$ cat src/rtl/jk_drive_seq_if.sv
// Command handshake bundle between a command source and jk_drive_seq.
// Carries valid/ready plus the {j,k} op and the repeat length.
interface jk_drive_seq_if #(
  parameter int CNT_W = 4
);
  logic             cmd_valid;
  logic             cmd_ready;
  logic [1:0]       cmd_op;
  logic [CNT_W-1:0] cmd_len;

  modport master (output cmd_valid, output cmd_op, output cmd_len, input cmd_ready);
  modport slave  (input cmd_valid, input cmd_op, input cmd_len, output cmd_ready);
endinterface

$ cat src/rtl/jk_drive_seq.sv
// Queues JK drive commands and replays each on j/k for len+1 cycles.
// Optional JK_CHECK_EN builds a shadow flip-flop that flags q_in disagreement.
//
// state   | meaning
// S_IDLE  | nothing driving, j=k=0, waiting for a queued command
// S_APPLY | driving the current op, rem_q counts remaining extra cycles
module jk_drive_seq #(
  parameter int DEPTH = 4,
  parameter int CNT_W = 4
) (
  input  logic            clk,
  input  logic            rst,
  jk_drive_seq_if.slave   cmd,
  output logic            j_o,
  output logic            k_o,
  output logic            busy_o,
  output logic            done_o,
  input  logic            q_in_i,
  output logic            mismatch_o
);

  localparam int AW = $clog2(DEPTH);
  localparam int PW = AW + 1;
  localparam int EW = CNT_W + 2;

  typedef enum logic {S_IDLE, S_APPLY} state_t;

  logic [EW-1:0]    mem_q [DEPTH];
  logic [PW-1:0]    wr_ptr_q, wr_ptr_d, rd_ptr_q, rd_ptr_d;
  logic             full, empty, push, pop;
  logic [1:0]       head_op;
  logic [CNT_W-1:0] head_len;

  state_t           state_q, state_d;
  logic [1:0]       jk_q, jk_d;
  logic [CNT_W-1:0] rem_q, rem_d;

  // Wrap bit distinguishes full from empty when the index bits coincide.
  assign full  = (wr_ptr_q[AW-1:0] == rd_ptr_q[AW-1:0]) && (wr_ptr_q[AW] != rd_ptr_q[AW]);
  assign empty = (wr_ptr_q == rd_ptr_q);

  assign cmd.cmd_ready = !full && !rst;
  assign push          = cmd.cmd_valid && cmd.cmd_ready;
  assign {head_op, head_len} = mem_q[rd_ptr_q[AW-1:0]];

  assign wr_ptr_d = push ? wr_ptr_q + PW'(1) : wr_ptr_q;
  assign rd_ptr_d = pop  ? rd_ptr_q + PW'(1) : rd_ptr_q;

  always_ff @(posedge clk) begin
    if (push) begin
      mem_q[wr_ptr_q[AW-1:0]] <= {cmd.cmd_op, cmd.cmd_len};
    end
  end

  always_comb begin
    state_d = state_q;
    jk_d    = jk_q;
    rem_d   = rem_q;
    pop     = 1'b0;
    case (state_q)
      S_IDLE: begin
        jk_d = 2'b00;
        if (!empty) begin
          pop     = 1'b1;
          jk_d    = head_op;
          rem_d   = head_len;
          state_d = S_APPLY;
        end
      end
      S_APPLY: begin
        if (rem_q != '0) begin
          rem_d = rem_q - CNT_W'(1);
        end else if (!empty) begin
          pop   = 1'b1;
          jk_d  = head_op;
          rem_d = head_len;
        end else begin
          jk_d    = 2'b00;
          rem_d   = '0;
          state_d = S_IDLE;
        end
      end
      default: state_d = S_IDLE;
    endcase
  end

  always_ff @(posedge clk) begin
    if (rst) begin
      state_q  <= S_IDLE;
      jk_q     <= 2'b00;
      rem_q    <= '0;
      wr_ptr_q <= '0;
      rd_ptr_q <= '0;
    end else begin
      state_q  <= state_d;
      jk_q     <= jk_d;
      rem_q    <= rem_d;
      wr_ptr_q <= wr_ptr_d;
      rd_ptr_q <= rd_ptr_d;
    end
  end

  assign j_o    = jk_q[1];
  assign k_o    = jk_q[0];
  assign busy_o = (state_q == S_APPLY);
  assign done_o = busy_o && (rem_q == '0);

`ifdef JK_CHECK_EN
  logic exp_q, mismatch_q;

  // exp_q tracks what the downstream jk_ff should hold given our own drive.
  always_ff @(posedge clk) begin
    if (rst) begin
      exp_q      <= 1'b0;
      mismatch_q <= 1'b0;
    end else begin
      case (jk_q)
        2'b10:   exp_q <= 1'b1;
        2'b01:   exp_q <= 1'b0;
        2'b11:   exp_q <= ~exp_q;
        default: exp_q <= exp_q;
      endcase
      if (q_in_i != exp_q) begin
        mismatch_q <= 1'b1;
      end
    end
  end

  assign mismatch_o = mismatch_q;
`else
  logic unused_q_in;
  assign unused_q_in = q_in_i;
  assign mismatch_o  = 1'b0;
`endif

endmodule
$ cat src/flat_wrapper.sv
// flat-port wrapper written by rule: the top's interface ports become plain ports
module jk_drive_seq_flat 
#(
  parameter int DEPTH = 4,
  parameter int CNT_W = 4
)
  (clk, rst, j_o, k_o, busy_o, done_o, q_in_i, mismatch_o, cmd_cmd_valid, cmd_cmd_op, cmd_cmd_len, cmd_cmd_ready);
  jk_drive_seq_if #(.CNT_W(CNT_W)) cmd_i ();
  input  logic clk;
  input  logic rst;
  output logic j_o;
  output logic k_o;
  output logic busy_o;
  output logic done_o;
  input  logic q_in_i;
  output logic mismatch_o;
  input wire logic [$bits(cmd_i.cmd_valid)-1:0] cmd_cmd_valid;
  input wire logic [$bits(cmd_i.cmd_op)-1:0] cmd_cmd_op;
  input wire logic [$bits(cmd_i.cmd_len)-1:0] cmd_cmd_len;
  output wire logic [$bits(cmd_i.cmd_ready)-1:0] cmd_cmd_ready;
  assign cmd_i.cmd_valid = cmd_cmd_valid;
  assign cmd_i.cmd_op = cmd_cmd_op;
  assign cmd_i.cmd_len = cmd_cmd_len;
  assign cmd_cmd_ready = cmd_i.cmd_ready;
  jk_drive_seq #(.DEPTH(DEPTH), .CNT_W(CNT_W)) u_core (.clk(clk), .rst(rst), .cmd(cmd_i), .j_o(j_o), .k_o(k_o), .busy_o(busy_o), .done_o(done_o), .q_in_i(q_in_i), .mismatch_o(mismatch_o));
endmodule
$ cat config.mk
export PLATFORM = sky130hd
export DESIGN_NAME = jk_drive_seq_flat
export DESIGN_NICKNAME = d
export VERILOG_FILES = /design/src/rtl/jk_drive_seq_if.sv /design/src/rtl/jk_drive_seq.sv /design/src/flat_wrapper.sv
export SDC_FILE = /design/constraint.sdc
export NUM_CORES = 1
export LEC_CHECK = 0
export ABC_AREA = 0
export CORE_ASPECT_RATIO = 0.7
export CORE_MARGIN = 2
export CORE_UTILIZATION = 45
export DETAILED_ROUTE_END_ITERATION = 8
export REMOVE_ABC_BUFFERS = 1
export SYNTH_ARGS = -nofsm -noshare
export SYNTH_HDL_FRONTEND = slang
export SYNTH_SLANG_ARGS = --single-unit
$ cat constraint.sdc
create_clock -name clk -period 2.22 [get_ports clk]
set_input_delay 0.444 -clock clk [delete_from_list [all_inputs] [get_ports clk]]
set_output_delay 0.444 -clock clk [all_outputs]
set_load 0.01 [all_outputs]
* Word-level counts from Yosys, hierarchy flattened
Memories as Yosys holds them, arrays and structs flattened. A register that Yosys moved wholly into a read port is not among the register bits.
Cells that the tools add are included.
** Storage, ports and cells
- Register bits :: 13
- Memory bits (writable) :: 24
- Logic and storage cells :: 39
- Memories kept :: 1
- Input port bits :: 10
** Memory list
- u_core.mem_q :: depth 4, bits a word 6, read ports 1, clocked after Yosys merged registers in 1, wr ports 1, RTL line jk_drive_seq.sv:28 : logic [EW-1:0] mem_q [DEPTH];
** Operators by class
- Eq/ne operators :: 5
- Muxes and demuxes :: 16
- Add/sub/neg operators :: 3
- Bitwise gates (word level) :: 1
- Reductions and logical operators :: 8
** Operators by type and width (count)
- 4-bit two-way mux :: 3
- 2-bit two-way mux :: 4
- 4-bit one-hot mux with 2 select lines :: 1
- 3-bit by 1-bit adder with 3-bit output, second input constant :: 2
- 1-bit two-way mux :: 5
- 1-bit logical AND :: 4
- 4-bit logical NOT :: 1
- 2-bit inequality test, second input constant :: 2
- 1-bit one-hot mux with 2 select lines :: 2
- 2-bit one-hot mux with 2 select lines :: 1
- 4-bit nonzero test :: 1
- 4-bit by 1-bit subtractor with 4-bit output, second input constant :: 1
- 3-bit == test :: 1
- 2-bit == test :: 1
- 1-bit logical NOT :: 2
- 1-bit inequality test :: 1
- 1-bit inverter :: 1

* Depth between registers and ports, before layout
Gate-level depths: netlist (run 1).
- Depth after elaboration :: 7
- Depth in mapped cells :: 7
- Depth with buffers taken out :: 6

* Worst setup path before layout (run 1)
No wires, ideal clock.
- Kind :: reg-to-reg
- Start :: reg u_core.rem_q[0]
- End :: reg u_core.rd_ptr_q[2]
- Required time :: 2150 ps
- Library setup time :: 70 ps
- Stages on the path, launching flop included :: 8
- Setup slack :: 635 ps
- Arrival :: 1515 ps
- Period minus slack after synthesis :: 1585 ps
- Path buffers :: 1
- Path through :: dfxtp_1 inv_1 ha_1 nor3b_2 nor2b_1 buf_1 or4_1 a21oi_1
** On the way
- Word-level cells in the longest chain between the ends :: 3
** RTL lines
- start, declared :: RTL line jk_drive_seq.sv:36 : logic [CNT_W-1:0] rem_q, rem_d;
- start signal, assigned :: RTL line jk_drive_seq.sv:97 : rem_q <= rem_d;
- 4-bit nonzero test :: RTL line jk_drive_seq.sv:71 : if (rem_q != '0) begin
- 1-bit two-way mux :: RTL line jk_drive_seq.sv:71
- 1-bit one-hot mux with 2 select lines :: RTL line jk_drive_seq.sv:60 : case (state_q)
- end signal, assigned :: RTL line jk_drive_seq.sv:99 : rd_ptr_q <= rd_ptr_d;
- end, declared :: RTL line jk_drive_seq.sv:29 : logic [PW-1:0] wr_ptr_q, wr_ptr_d, rd_ptr_q, rd_ptr_d;
No other way between the ends.
A chain may end at the register's enable or synchronous reset.

* Worst setup path in the final report (run 1)
- Start :: reg u_core.rd_ptr_q[0]
- End :: out cmd_cmd_ready
** On the way
- Word-level cells in the longest chain between the ends :: 4
** RTL lines
- 2-bit == test :: RTL line jk_drive_seq.sv:39 : assign full = (wr_ptr_q[AW-1:0] == rd_ptr_q[AW-1:0]) && (wr_ptr_q[AW] != rd_ptr_q[AW]);
- 1-bit logical AND :: RTL line jk_drive_seq.sv:39
- 1-bit logical NOT :: RTL line jk_drive_seq.sv:42 : assign cmd.cmd_ready = !full && !rst;
- 1-bit logical AND :: RTL line jk_drive_seq.sv:42
- end, declared :: RTL line flat_wrapper.sv:20 : output wire logic [$bits(cmd_i.cmd_ready)-1:0] cmd_cmd_ready;
No other way between the ends.

==> results.toml, run 1 <==
[cells_and_area]
final_common_cell = "edfxtp_1"
final_cells = 205
layout.nets = 170
diodes = 0
mostFrequentLayoutCells = "edfxtp_1 (24), dfxtp_1 (14), clkdlybuf4s50_1 (12), a21oi_1 (10), inv_1 (8)"
syn_to_final_growth_pct = 17.7
drive_gt1_frac = 0.168
final_util = 0.568

[floorplan]
dieArea_um2 = 4390
coreArea_um2 = 3600
rows = 18
dieWidth_um = 78.3
ioPinCount = 16
die_height_um = 56.0
initial_core_util = 0.483

[place]
place_ws_ns = 0.140
io_buffer_count = 13
gp_congestion = 0.759
dp_cells = 196
detailed_place_hpwl_um = 2320

[synthesis]
yosysSeqAreaShare = 0.587
synth_edf_count = 24
yosysTopAreaCell = "edfxtp_1"
synthArstFlopShare = 0
ys.flop_type = "edfxtp_1"
synthesis.area_um2 = 1740
synth-seq-cells = 39
yosys_warnings = 0
synthTopCellsByArea = "edfxtp_1 (41%), dfxtp_1 (17%), mux4_2 (7.8%)"
synth_top_area_frac = 0.414
ys_types = 39
syn-instance-count = 134
syn_avg_cell_area_um2 = 13.0

[routing]
drt_iter0_drc = 86
drt.antenna.violating_nets = 0
vias_per_cell = 5.54
route.final.wire_length_um = 3240
num_vias = 1135
wl_per_cell_um = 15.8
first_pass_iters = 4
drt_drc_violations_left = 0

[critical_path]
crit_buf_inv = 1
critPathSlowestCell = "clkdlybuf4s50_1"
cp_max_fo = 5
path_class = "reg2out"
required_ns = 1.78
critPathMaxStageDelay_ns = 0.56
cp.arrival_ns = 1.66
path_cells = "xnor2_1, a31oi_1, clkdlybuf4s50_1"
cp_top_family = "buffers and inverters"
startpoint_type = "flop"
cp-end-kind = "output pin"

[sta]
finalCritPeriodShare = 0.947
finalSetupViolations = 0
slew_headroom = 0.584
finClkSkew_ns = 0.00825
min_period_ns = 2.10
rsz0062_at_grt = "no"
worst_slew_pin_slew_ns = 0.623
hold_viol_final = 0
fmax_mhz = 475
final-max-slew-violation-count = 0
fin_tns_setup_ns = 0
fin_ws_ns = 0.117

[pwr]
vdd_drop_max_mv = 0.404
power_leakage_uw = 0.000698
total_power_uw = 2090
cellPowerDensity_nw_per_um2 = 1020

[cts]
clk_path_buf_depth = 2
cts.sinks = 39
root_buffer = "clkbuf_8"
clk_latency_ns = 0.29
cts-htree-levels = 2
cts.clk_slew.worst_paths_ns = 0.08
cts_made_buffers = 5
cts_tree = "built"

[global_routing]
grt_pass1_vias = 1089
track_usage = 0.166
grt_max_degree = 18
antenna_found_initial = 0
grt_pass1_wl_um = 5390
grt-ovfl-total = 0

[worst_hold_path]
hp-class = "reg2reg"

[run_status]
status = "finished, final reports clean"

[run]
maxCapViolCount = 0
[final cells by class]
| class | instances | area [um^2] |
|---|---|---|
| Timing Repair Buffer | 19 | 174 |
| Fill cell | 316 | 1560 |
| Clock inverter | 1 | 5.00 |
| Multi-Input combinational cell | 81 | 678 |
| Inverter | 8 | 30.0 |
| Tap cell | 50 | 62.6 |
| Sequential cell | 39 | 1020 |
| Clock buffer | 7 | 76.3 |
[path summary, 6_finish.rpt]
path,to,depth (start not counted),slack [ns],from
max,cmd_cmd_ready,3,0.12,u_core.rd_ptr_q[0]
min,u_core.jk_q[0],2,0.46,u_core.jk_q[0]
max reg2reg,u_core.rem_q[3],7,0.27,u_core.rem_q[0]
min reg2reg,u_core.jk_q[0],2,0.46,u_core.jk_q[0]
[where the power goes]
group / switching (uW) / total [uW] / internal (uW)
Sequential: 126 / 982 / 856
Combinational: 315 / 653 / 338
Clock: 235 / 455 / 220
[logic make-up (layout without fill, tap and decap cells)]
logic type      Yosys count  count (layout)  share of synthesized area
fa+ha+maj                 6               6                     0.0431
flops                    39              39                      0.587
buf+inv                  14              35                     0.0331
compound gates           27              27                     0.0999
other cells               1               1                    0.00215
xor+xnor                  6               6                     0.0388
simple gates             35              35                      0.119
mux                       6               6                     0.0776
[worst min-delay path, stage by stage, from the launching register on]
cell and delay [ns]:
dfxtp_1 0.31, nand2_1 0.05, a21oi_1 0.05
[metal layers]
layer	track usage	wire (um)
met4	0.0677	46
met2	0.246	1440
met1	0.233	1620
met5	0	0
met3	0.0438	137
[timing repair]
action                                  in CTS  in global routing
endpoints found under the setup margin       1                  1
cloned                                       0                  0
hold buffers                                 0                  0
resized for setup                            3                  2
setup buffers                                1                  0
[registers in the layout, indices dropped and copies added (netlist names), named ones only]
name	count
u_core.busy_o	1
u_core.jk_q	2
u_core.mem_q	24
u_core.rd_ptr_q	3
u_core.rem_q	4
u_core.wr_ptr_q	3
[synth_stat cells (3+ instances only)]
cell and n:
o31ai_1 3, a21oi_1 10, nand3_1 7, dfxtp_1 15, inv_1 8, and2_1 5
o21ai_0 4, mux4_2 6, or3_1 4, ha_1 6, edfxtp_1 24, xnor2_1 3
nand2_1 7
[stage by stage]
step,area [um^2],hold slack (ns)
after detailed placement,1940,0.453
after floorplan,1710,0.470
after CTS,2040,0.464
after global placement,1940,0.438
after global routing,2050,0.491
final,2050,0.458
(Power assumes the default switching activity.)
==> run 2, diff against run 1 <==
CORE_ASPECT_RATIO = not set   (was 0.7)
==> results.toml, run 2 (synthesis gave the netlist of run 1 again) <==
[run_status]
status = "finished, final reports clean"

[critical_path]
path_cells = "xor2_1, a31oi_1, clkdlybuf4s50_1"
startpoint_type = "flop"
crit_buf_inv = 1
cp_max_fo = 4
critPathMaxStageDelay_ns = 0.49
worstSetupStartpoint = "u_core.rd_ptr_q[2]"
cp-end-kind = "output pin"
required_ns = 1.78
cp_top_family = "buffers and inverters"
path_class = "reg2out"
reg2reg_from = "u_core.rem_q[0]"
cp.arrival_ns = 1.68
ff2ff_setup_slack_ns = 0.37
critPathSlowestCell = "clkdlybuf4s50_1"

[sta]
finalSetupViolations = 0
fmax_mhz = 470
slew_headroom = 0.629
finClkSkew_ns = 0.00529
worst_slew_pin_slew_ns = 0.555
finalCritPeriodShare = 0.959
min_period_ns = 2.13
final-max-slew-violation-count = 0
fin_tns_setup_ns = 0
rsz0062_at_grt = "no"
hold_viol_final = 0

[global_routing]
track_usage = 0.173
grt_util_met2 = 0.300
grt-ovfl-total = 0
grt_use_met3 = 0.0460
grt_max_degree = 18
grt_pass1_vias = 1115
grt_pass1_wl_um = 5350
grt.busiest_layer = "met2"
antenna_found_initial = 0
grt_use_met1 = 0.202

[routing]
route.final.wire_length_um = 3150
vias_per_cell = 5.38
drt_iter0_drc = 75
first_pass_iters = 4
drt_drc_violations_left = 0
num_vias = 1102
wl_per_cell_um = 15.4
drt.antenna.violating_nets = 0

[floorplan]
ioPinCount = 16
dieArea_um2 = 4380
die_height_um = 66.2
dieWidth_um = 66.2
coreArea_um2 = 3690
rows = 22
initial_core_util = 0.472

[cells_and_area]
diodes = 0
seqCellArea_um2 = 1020
mostFrequentLayoutCells = "edfxtp_1 (24), dfxtp_1 (14), clkdlybuf4s50_1 (12), a21oi_1 (10), inv_1 (8)"
syn_to_final_growth_pct = 21.5
multiInputGateArea_um2 = 671
drive_gt1_frac = 0.185
layout.nets = 172
n_fill_cell = 315
largest_reg_flops = 24
final_common_cell = "edfxtp_1"

[cts]
cts_made_buffers = 5
hold_buffers = 0
clk_latency_ns = 0.28
cts_tree = "built"
cts.clk_slew.worst_paths_ns = 0.08
root_buffer = "clkbuf_8"
cts.sinks = 39
clk_path_buf_depth = 2
cts-htree-levels = 2

[pwr]
p_switching_uw = 663
p_clk_frac = 0.272
total_power_uw = 2210
switching_share = 0.300
power_frac_seq = 0.443
combPwrFrac = 0.285
cellPowerDensity_nw_per_um2 = 1050
internal-power_uw = 1550
power_leakage_uw = 0.000734
vdd_drop_max_mv = 0.516

[run]
maxCapViolCount = 0

[place]
io_buffer_count = 13
detailed_place_hpwl_um = 2220
gp_congestion = 0.736

[worst_hold_path]
hp-class = "reg2reg"
worstHoldStart = "u_core.jk_q[1]"
-- run 2: power groups by stage --
stage	clock network [uW]	logic [uW]	registers (uW)
finish	603	630	979
global route	659	701	1000
CTS	621	628	981
detailed placement	0	594	991
global placement	0	587	984
floorplan	0	392	975
-- run 2: area by class of cell --
type / instances / share of cell area
Sequential cell: 39 / 0.483
Multi-Input combinational cell: 81 / 0.317
Timing Repair Buffer: 21 / 0.101
Clock buffer: 6 / 0.0391
Tap cell: 48 / 0.0284
Clock inverter: 2 / 0.0166
Inverter: 8 / 0.0142
-- run 2: metrics by stage --
stage | hold slack, ns | setup WS (ns) | instances | cell area, um^2 | util
after floorplan | 0.470 | 0.704 | 128 | 1710 | -
after global placement | 0.440 | 0.123 | 196 | 1980 | 0.537
after detailed placement | 0.469 | 0.119 | 196 | 1980 | 0.537
after CTS | 0.480 | 0.0857 | 205 | 2110 | 0.573
after global routing | 0.504 | 0.0283 | 205 | 2110 | 0.573
final | 0.483 | 0.0913 | 205 | 2110 | 0.573
-- run 2: tightest hold or removal path, delay by kind of cell, from the launching register on --
family / cells / cell delay, ns
compound gates: 1 / 0.06
flops: 1 / 0.32
simple gates: 1 / 0.05
-- run 2: worst paths after layout --
kind / depth (start not counted) / end
max: 3 / cmd_cmd_ready
min: 2 / u_core.jk_q[1]
max reg2reg: 7 / u_core.rem_q[3]
min reg2reg: 2 / u_core.jk_q[1]
-- run 2: what timing repair did --
action	4_1_cts	5_1_grt
resized for setup	3	1
setup buffers	1	0
endpoints found under the setup margin	1	1
pin swaps	0	0
-- run 2: per-layer routing --
layer,share of wire,vias up,wire length [um]
met5,0,-,0
met4,0.0095,0,30
met3,0.024,4,77
met2,0.53,13,1680
met1,0.43,542,1370
li1,-,543,-
==> run 3, diff against run 2 <==
GPL_TIMING_DRIVEN = 1   (was not set)
clock period = 2.7 ns   (was 2.22 ns; I/O delays follow)
==> results.toml, run 3 (synthesis gave the netlist of run 1 again) <==
[pwr]
combPwrFrac = 0.270
power_frac_seq = 0.461
internal-power_uw = 1210
switching_share = 0.306
cellPowerDensity_nw_per_um2 = 862
vdd_drop_max_mv = 0.402
p_switching_uw = 535
p_clk_frac = 0.269
power_leakage_uw = 0.000687

[cts]
postCtsSetupBuffers = 0
cts-htree-levels = 2
clk_latency_ns = 0.29
clk_path_buf_depth = 2
cts.clk_slew.worst_paths_ns = 0.07
root_buffer = "clkbuf_8"
cts.sinks = 39
hold_buffers = 0
cts_tree = "built"
cts_resized = 0
cts_made_buffers = 5

[cells_and_area]
diodes = 0
n_fill_cell = 329
largest_reg_flops = 24
final_util = 0.549
final_common_cell = "edfxtp_1"
layout.nets = 166
mostFrequentLayoutCells = "edfxtp_1 (24), dfxtp_1 (15), clkdlybuf4s50_1 (13), a21oi_1 (10), inv_1 (8)"
drive_gt1_frac = 0.132
syn_to_final_growth_pct = 16.4

[floorplan]
dieArea_um2 = 4380
ioPinCount = 16
coreArea_um2 = 3690
die_height_um = 66.2
rows = 22
initial_core_util = 0.472
dieWidth_um = 66.2

[worst_hold_path]
hp-class = "reg2reg"

[critical_path]
cp_top_family = "buffers and inverters"
critPathSlowestCell = "clkdlybuf4s50_1"
cp-end-kind = "output pin"
path_cells = "inv_1, ha_1, nor3b_2, and2_1, clkdlybuf4s50_1"
critPathMaxStageDelay_ns = 0.52
cp.arrival_ns = 1.91
required_ns = 2.16
startpoint_type = "flop"
cp_max_fo = 5
path_class = "reg2out"
crit_buf_inv = 2

[routing]
drt_drc_violations_left = 0
first_pass_iters = 4
vias_per_cell = 5.49
num_vias = 1092
drt_iter0_drc = 61
route.final.wire_length_um = 3160
wl_per_cell_um = 15.9
drt.antenna.violating_nets = 0

[global_routing]
grt_pass1_vias = 1162
grt_pass1_wl_um = 5370
antenna_found_initial = 0
grt-ovfl-total = 0
grt_max_degree = 18
track_usage = 0.171

[sta]
fmax_mhz = 409
hold_viol_final = 0
finalSetupViolations = 0
slew_headroom = 0.617
final-max-slew-violation-count = 0
fin_tns_setup_ns = 0
finalCritPeriodShare = 0.906
rsz0062_at_grt = "no"
min_period_ns = 2.45
worst_slew_pin_slew_ns = 0.573
finClkSkew_ns = 0.0110

[place]
detailed_place_hpwl_um = 2260
gp_congestion = 0.767
io_buffer_count = 13

[run]
maxCapViolCount = 0

[run_status]
status = "finished, final reports clean"
## run 3: per-stage QoR
| step | cells | cell area, um^2 | worst slack [ns] | power [uW] | hold slack [ns] |
|---|---|---|---|---|---|
| after floorplan | 128 | 1710 | 1.18 | 1120 | 0.470 |
| after global placement | 191 | 1920 | 0.391 | 1270 | 0.442 |
| after detailed placement | 191 | 1920 | 0.401 | 1290 | 0.453 |
| after CTS | 199 | 2030 | 0.241 | 1770 | 0.462 |
| after global routing | 199 | 2030 | 0.131 | 1860 | 0.488 |
| final | 199 | 2030 | 0.254 | 1750 | 0.455 |
## run 3: worst paths after layout
path	startpoint	end	slack, ns	depth (start not counted)
hold / removal	u_core.jk_q[1]	u_core.jk_q[1]	0.45	2
hold reg to reg	u_core.jk_q[1]	u_core.jk_q[1]	0.45	2
setup reg to reg	u_core.rem_q[0]	u_core.rem_q[3]	0.89	6
setup / recovery	u_core.rem_q[0]	done_o	0.25	5
## run 3: layout make-up
class / count / area, um^2 / area share
sequential: 39 / 1020 / 0.504
multi-input combinational: 81 / 662 / 0.327
timing repair buffer: 15 / 145 / 0.0716
clock buffer: 5 / 68.8 / 0.0340
tap: 48 / 60.1 / 0.0296
clock inverter: 3 / 38.8 / 0.0191
inverter: 8 / 30.0 / 0.0148
## run 3: power groups by stage
stage / Clock, uW / Combinational [uW] / Sequential [uW]
6_report: 470 / 471 / 805
5_1_grt: 511 / 525 / 822
4_1_cts: 482 / 476 / 807
3_5_place_dp: 0 / 473 / 821
3_3_place_gp: 0 / 460 / 815
2_1_floorplan: 0 / 323 / 802
## run 3: routing by layer
layer | track usage | part of all wire
met3 | 0.0409 | 0.035
met5 | 0 | 0
met1 | 0.195 | 0.42
met4 | 0.0765 | 0.016
met2 | 0.301 | 0.53
## run 3: tightest hold or removal path: stages (launching register included)
cell	delay, ns
dfxtp_1	0.31
nand2_1	0.05
a21oi_1	0.05
